===== src/rtl/rom_burst_reader.sv =====
// rom_burst_reader: walks a 32x8 ROM from a start address and streams the
// bytes out over valid/ready, keeping a mod-256 checksum of delivered bytes.
//
// Ports:
//   clk, reset        - clock, synchronous active-high reset
//   start             - burst request (taken only when idle)
//   start_addr[4:0]   - first ROM address of the burst
//   length[5:0]       - byte count, 0..32 (larger values clamp to 32)
//   addrb[4:0]        - ROM address (always the current fetch pointer)
//   read_en           - ROM read enable, high only while fetching
//   datab[7:0]        - ROM read data (combinational from addrb/read_en)
//   out_data[7:0]     - captured byte for the consumer
//   out_valid         - out_data is valid
//   out_ready         - consumer accepts out_data
//   busy              - engine is not idle
//   done              - one-cycle pulse at burst completion
//   checksum[7:0]     - running sum of accepted bytes in current/last burst
module rom_burst_reader (
  input  logic       clk,
  input  logic       reset,
  input  logic       start,
  input  logic [4:0] start_addr,
  input  logic [5:0] length,
  output logic [4:0] addrb,
  output logic       read_en,
  input  logic [7:0] datab,
  output logic [7:0] out_data,
  output logic       out_valid,
  input  logic       out_ready,
  output logic       busy,
  output logic       done,
  output logic [7:0] checksum
);

  localparam int unsigned AW      = 5;
  localparam int unsigned DW      = 8;
  localparam int unsigned LW      = 6;
  localparam int unsigned MAX_LEN = 32;

  typedef enum logic [1:0] {
    S_IDLE,
    S_FETCH,
    S_HOLD,
    S_DONE
  } state_t;

  state_t        state_q, state_d;
  logic [AW-1:0] addr_q, addr_d;
  logic [LW-1:0] rem_q, rem_d;
  logic [DW-1:0] data_q, data_d;
  logic [DW-1:0] cks_q, cks_d;
  logic          read_en_q, read_en_d;
  logic          valid_q, valid_d;
  logic          busy_q, busy_d;
  logic          done_q, done_d;

  // State register and all registered outputs.
  always_ff @(posedge clk) begin
    if (reset) begin
      state_q   <= S_IDLE;
      addr_q    <= '0;
      rem_q     <= '0;
      data_q    <= '0;
      cks_q     <= '0;
      read_en_q <= 1'b0;
      valid_q   <= 1'b0;
      busy_q    <= 1'b0;
      done_q    <= 1'b0;
    end else begin
      state_q   <= state_d;
      addr_q    <= addr_d;
      rem_q     <= rem_d;
      data_q    <= data_d;
      cks_q     <= cks_d;
      read_en_q <= read_en_d;
      valid_q   <= valid_d;
      busy_q    <= busy_d;
      done_q    <= done_d;
    end
  end

  // Next-state and datapath updates.
  always_comb begin
    state_d = state_q;
    addr_d  = addr_q;
    rem_d   = rem_q;
    data_d  = data_q;
    cks_d   = cks_q;

    case (state_q)
      S_IDLE: begin
        if (start) begin
          cks_d = '0;
          if (length == '0) begin
            state_d = S_DONE;
          end else begin
            addr_d  = start_addr;
            rem_d   = (length > LW'(MAX_LEN)) ? LW'(MAX_LEN) : length;
            state_d = S_FETCH;
          end
        end
      end
      S_FETCH: begin
        data_d  = datab;
        state_d = S_HOLD;
      end
      S_HOLD: begin
        // out_valid is high throughout HOLD, so out_ready alone marks a transfer.
        if (out_ready) begin
          cks_d   = cks_q + data_q;
          rem_d   = rem_q - LW'(1);
          addr_d  = addr_q + AW'(1);
          state_d = (rem_q > LW'(1)) ? S_FETCH : S_DONE;
        end
      end
      S_DONE: begin
        state_d = S_IDLE;
      end
      default: begin
        state_d = S_IDLE;
      end
    endcase
  end

  // Status flags are registered from the next state so they align with it.
  always_comb begin
    read_en_d = (state_d == S_FETCH);
    valid_d   = (state_d == S_HOLD);
    busy_d    = (state_d != S_IDLE);
    done_d    = (state_d == S_DONE);
  end

  assign addrb     = addr_q;
  assign read_en   = read_en_q;
  assign out_data  = data_q;
  assign out_valid = valid_q;
  assign busy      = busy_q;
  assign done      = done_q;
  assign checksum  = cks_q;

endmodule


===== config.mk =====
export PLATFORM = sky130hd
export DESIGN_NAME = rom_burst_reader
export DESIGN_NICKNAME = d
export VERILOG_FILES = /design/src/rtl/rom_burst_reader.sv
export SDC_FILE = /design/constraint.sdc
export NUM_CORES = 1
export LEC_CHECK = 0
export ABC_AREA = 1
export CELL_PAD_IN_SITES_DETAIL_PLACEMENT = 2
export CELL_PAD_IN_SITES_GLOBAL_PLACEMENT = 2
export CORE_MARGIN = 2
export CORE_UTILIZATION = 27
export CTS_BUF_LIST = sky130_fd_sc_hd__clkbuf_8
export CTS_CLUSTER_SIZE = 14
export DETAILED_ROUTE_END_ITERATION = 10
export PLACE_DENSITY_LB_ADDON = 0.2
export SYNTH_ARGS = -nofsm -noshare
export SYNTH_HDL_FRONTEND = slang
export SYNTH_SLANG_ARGS = --single-unit

===== constraint.sdc =====
create_clock -name clk -period 1.7 [get_ports clk]
set_input_delay 0.34 -clock clk [delete_from_list [all_inputs] [get_ports clk]]
set_output_delay 0.34 -clock clk [all_outputs]
set_load 0.05 [all_outputs]

== Word-level counts from Yosys, hierarchy flattened ==
Cells that the tools add are included.

* Add/subtract/negate cells: 3
* Multiply operators: 0
* Div/mod/pow operators: 0
* Order comparisons: 2
* Equality and inequality tests: 9
* Shift operators: 0
* Muxes and demuxes: 17
* Bitwise gates (word level): 0
* Reductions and logical operators: 6

{| class="wikitable"
|+ Operators by type and width
! kind !! number
|-
| $mux 6 || 4
|-
| $mux 8 || 2
|-
| $pmux 8 s2 || 1
|-
| $mux 5 || 3
|-
| $pmux 6 s2 || 1
|-
| $pmux 5 s2 || 1
|-
| $add 8x8->8 || 1
|-
| $eq 2x2->1 const B || 4
|-
| $mux 2 || 4
|-
| $pmux 2 s4 || 1
|-
| $gt 6x1->1 const B || 1
|-
| $gt 6x6->1 const B || 1
|-
| $logic_not 6->1 || 1
|-
| $ne 2x2->1 const B || 3
|-
| $sub 6x1->6 const B || 1
|-
| $add 5x1->5 const B || 1
|-
| $eq 2x1->1 const B || 2
|-
| $reduce_and 4->1 || 1
|-
| $reduce_bool 2->1 || 2
|-
| $reduce_and 3->1 || 1
|-
| $logic_not 2->1 || 1
|}

* Register bits after elaboration: 33
* Latch bits: 0
* RAM bits: 0
* ROM bits: 0
* Output and inout bits: 25
* Memories: 0

== Logic depth before layout (Yosys ltp) ==
* Word-level depth: 5
* Depth in mapped cells: 8

== Worst setup path after synthesis ==
No wires, ideal clock.

* Path type: register to register
* From: register data_q[0] (netlist: out_data[0])
* To: register cks_q[4] (netlist: checksum[4])
* Library setup time: 71 ps
* Arrival time: 1640 ps
* Required time: 1629 ps
* Slack: -11 ps
* Cell stages (with the launch flop): 7
* Buffers on the path: 0
* Period minus slack after synthesis: 1711 ps
* Path through: dfxtp_1 -> ha_1 -> fa_1 -> a21oi_1 -> xnor2_1 -> nand2_1 -> a21oi_1

* Longest elaborated chain between the ends: 3

{| class="wikitable"
|+ Ends and longest elaborated chain
! item !! line !! source
|-
| start: declaration || 50 || <nowiki>logic [DW-1:0] data_q, data_d;</nowiki>
|-
| start signal: assignment || 73 || <nowiki>data_q <= data_d;</nowiki>
|-
| $add 8x8->8 || 110 || <nowiki>cks_d = cks_q + data_q;</nowiki>
|-
| $mux 8 || 109 || <nowiki>if (out_ready) begin</nowiki>
|-
| $pmux 8 s2 || 90 || <nowiki>case (state_q)</nowiki>
|-
| end signal: assignment || 74 || <nowiki>cks_q <= cks_d;</nowiki>
|-
| end: declaration || 51 || <nowiki>logic [DW-1:0] cks_q, cks_d;</nowiki>
|}

Every way passes these cells. The select of a mux whose other input is x is not followed.
A chain may end at the register's enable or synchronous reset.

== Worst setup path after layout ==
Same ends and word-level chain as after synthesis.

==> run_results.csv <==
group,metric,value,unit
setup_path,r2r_slack,0.19,ns
placement,place_congestion,0.764,
pwr,peakVddDrop,0.000293,V
sta,timing.final.crit_share,88.7,%
cts,cts_buffers,5,
floorplan,initial_core_util,28.0,%
cts,clock_latency,0.28,ns
placement,place_hpwl,4410,microns
hold_path,worstHoldPathCells,2,
detailed_routing,drc,0,
setup_path,worst_setup_path_end_kind,"flip-flop",
sta,fin_crit,1.51,ns
setup_path,timing.rr.start,"out_data[0]",
detailed_routing,first_pass_iters,2,
detailed_routing,drtIter0Drc,37,
cts,clk_pin_slew,0.07,ns
setup_path,regToRegEndpoint,"checksum[4]",
detailed_routing,wl_per_cell,14.0,microns
setup_path,rr_worst_depth,6,
sta,hold_viol,0,
setup_path,cp_slowest_cell,"fa_2",
placement,place_inst,388,
logic_synthesis,syn_inst,256,
placement,dp_slack,-0.107,ns
global_routing,antenna_found_initial,0,
logic_synthesis,syn_area,1790,sq um
final_layout,multiInputGateArea,993,sq um
pwr,p_leak,1.17,nW
detailed_routing,vias,1875,
cts,root_buffer,"clkbuf_8",
setup_path,cp_data_required_time,1.92,ns
final_layout,final_cell_count_no_fill,394,
flow_run,cap_violations,0,
detailed_routing,wl,5500,microns
setup_path,crit_path_frequent_cell,"a21oi_1",
setup_path,max_stage_delay,0.38,ns
setup_path,cp_max_fo,4,
final_layout,stdcell_area,2440,sq um
setup_path,cp-start-kind,"flip-flop",
global_routing,track_usage,16.6,%
logic_synthesis,ys_ff_latch,33,
cts,numClockSinks,33,
cts,h-tree-depth,2,
sta,rsz0062_at_grt,"false",
setup_path,crit_type,"flip-flop to flip-flop",
detailed_routing,ant_nets,0,
cts,cts_hold_buf,0,
logic_synthesis,yosys_warnings,0,
floorplan,coreArea,6390,sq um
outcome,status,"completed",
cts,cts_tree,"done",
hold_path,min-delay-start,"checksum[6]",
logic_synthesis,syn_nets,290,
final_layout,num-fill-cells,770,
sta,slew_viol_final,0,
floorplan,fp.dieW,85.3,microns
logic_synthesis,synth_cell_types,24,
cts,post_cts_resized,0,
final_layout,syn_to_final_growth,36.4,%
cts,cts_setup_buffers,0,
pwr,finalPower,2.10,mW
detailed_routing,viasPerCell,4.76,
sta,worstMarginPinSlew,0.292,ns
sta,clock.fmax,663,MHz
final_layout,diodes,0,
sta,final.setup.worst_slack,0.193,ns
setup_path,crit_chain,"ha_1 -> fa_2 -> a21oi_1 -> xnor2_1 -> nand2_1 -> a21oi_1",
final_layout,drive_gt1_share,17.4,%
hold_path,whs_endpoint,"checksum[6]",
hold_path,hold_path.class,"flip-flop to flip-flop",
setup_path,cp_data_arrival_time,1.72,ns
placement,placed_cell_area,2360,sq um
global_routing,grt_max_degree,16,
sta,finalSetupViolations,0,
pwr,p_per_area,863,nW/um^2
global_routing,globalRoute.totalOverflow,0,
final_layout,final_common_cell,"nand2_1",
floorplan,die_area,7280,sq um
final_layout,regArea,662,sq um
final_layout,final_util,38.1,%
global_routing,grt_pass1_wl,9490,microns
cts,max-clock-path-buffers,2,
floorplan,io_pins,48,
floorplan,die_y,85.3,microns
logic_synthesis,ys_seq_area_share,37.0,%
final_layout,finalNetCount,352,
global_routing,grt_pass1_vias,1984,
placement,io_buffers,47,
floorplan,rows,29,
sta,final.setup_skew,0.00562,ns
logic_synthesis,avgSynthCellArea,6.97,sq um
final_layout,final_cell_mix,"nand2_1, nor2_1, buf_4",
sta,maxSlewHeadroom,80.5,%
==> registers in the layout (all words and copies together) (netlist names) <==
signal and cells:
done 1, busy 1, state_q 2, rem_q 6, checksum 8, read_en 1, addrb 5, out_valid 1
out_data 8
==> metal layers <==
layer  GRT usage (%)  wire (microns)  vias up  part of all wire [%]
met5               0               0        -                     0
met4            4.33              53        0                  0.96
met3            3.31             183        5                   3.3
met2            30.8            2880       31                    52
met1            19.2            2380      896                    43
li1                -               -      943                     -
==> how the worst max path moves through the flow <==
stage	start	end	slack, ns	depth (start not counted)
global placement	length[4]	rem_q[4]	-0.03	7
CTS	out_data[0]	checksum[4]	0.1	6
global route	length[3]	rem_q[4]	0.02	7
floorplan	checksum[0]	checksum[4]	0.002	6
finish	out_data[0]	checksum[4]	0.19	6
detailed placement	length[4]	rem_q[4]	-0.11	7
==> worst max-delay path: cells and delay by family (launching register included) <==
| kind | cells | cell delay [ns] |
|---|---|---|
| compound gates | 2 | 0.30 |
| fa+ha+maj | 2 | 0.60 |
| flops | 1 | 0.33 |
| xor+xnor | 1 | 0.14 |
| simple gates | 1 | 0.06 |
==> per-stage QoR <==
step | hold WS, ns | setup TNS, ns
2_1_floorplan | 0.457 | 0
3_5_place_dp | 0.495 | -0.540
4_1_cts | 0.507 | 0
3_3_place_gp | 0.476 | -0.119
5_1_grt | 0.537 | 0
6_report | 0.502 | 0
==> final cells by class <==
class,instances,share of cell area (%)
well taps,77,3.95
repair buffers,60,20.7
clock inverters,1,0.205
clock buffers,5,2.82
flip-flops and latches,33,27.2
multi-input cells,190,40.8
inverters,28,4.31
==> cells in the mapped netlist <==
cell	instances	share of area, %
xor2_1	2	0.98
nand3_1	20	5.6
nand4_1	2	0.70
nand2_4	1	0.63
dfxtp_1	33	37
buf_2	2	0.56
a21oi_1	17	4.8
clkbuf_1	2	0.42
a211oi_2	3	2.1
nand2_2	1	0.35
o21ai_0	25	7.0
clkinv_1	2	0.42
xnor2_1	4	2.0
nand2_1	52	11
ha_1	10	7.0
nor3_2	1	0.56
o21ai_4	1	0.91
nor2_1	48	10
nand3b_1	1	0.42
inv_1	25	5.3
fa_1	1	1.1
nor2_2	1	0.35
inv_2	1	0.21
buf_6	1	0.63
==> logic make-up after synthesis <==
| family | synth area share, % |
|---|---|
| and+or+nand+nor | 29.6 |
| AOI/OAI and AO/OA | 14.8 |
| adders and majority gates | 8.13 |
| DFF | 37.0 |
| xor gates and xnor gates | 2.94 |
| buffers and inverters | 7.50 |
==> power by group <==
group          switching [mW]  leakage (nW)  total, mW  internal (mW)
clock                   0.283        0.0399      0.552          0.269
sequential             0.0576         0.271      0.895          0.838
combinational           0.411         0.864      0.655          0.245
Note: power is estimated with default switching activity, not from simulation.
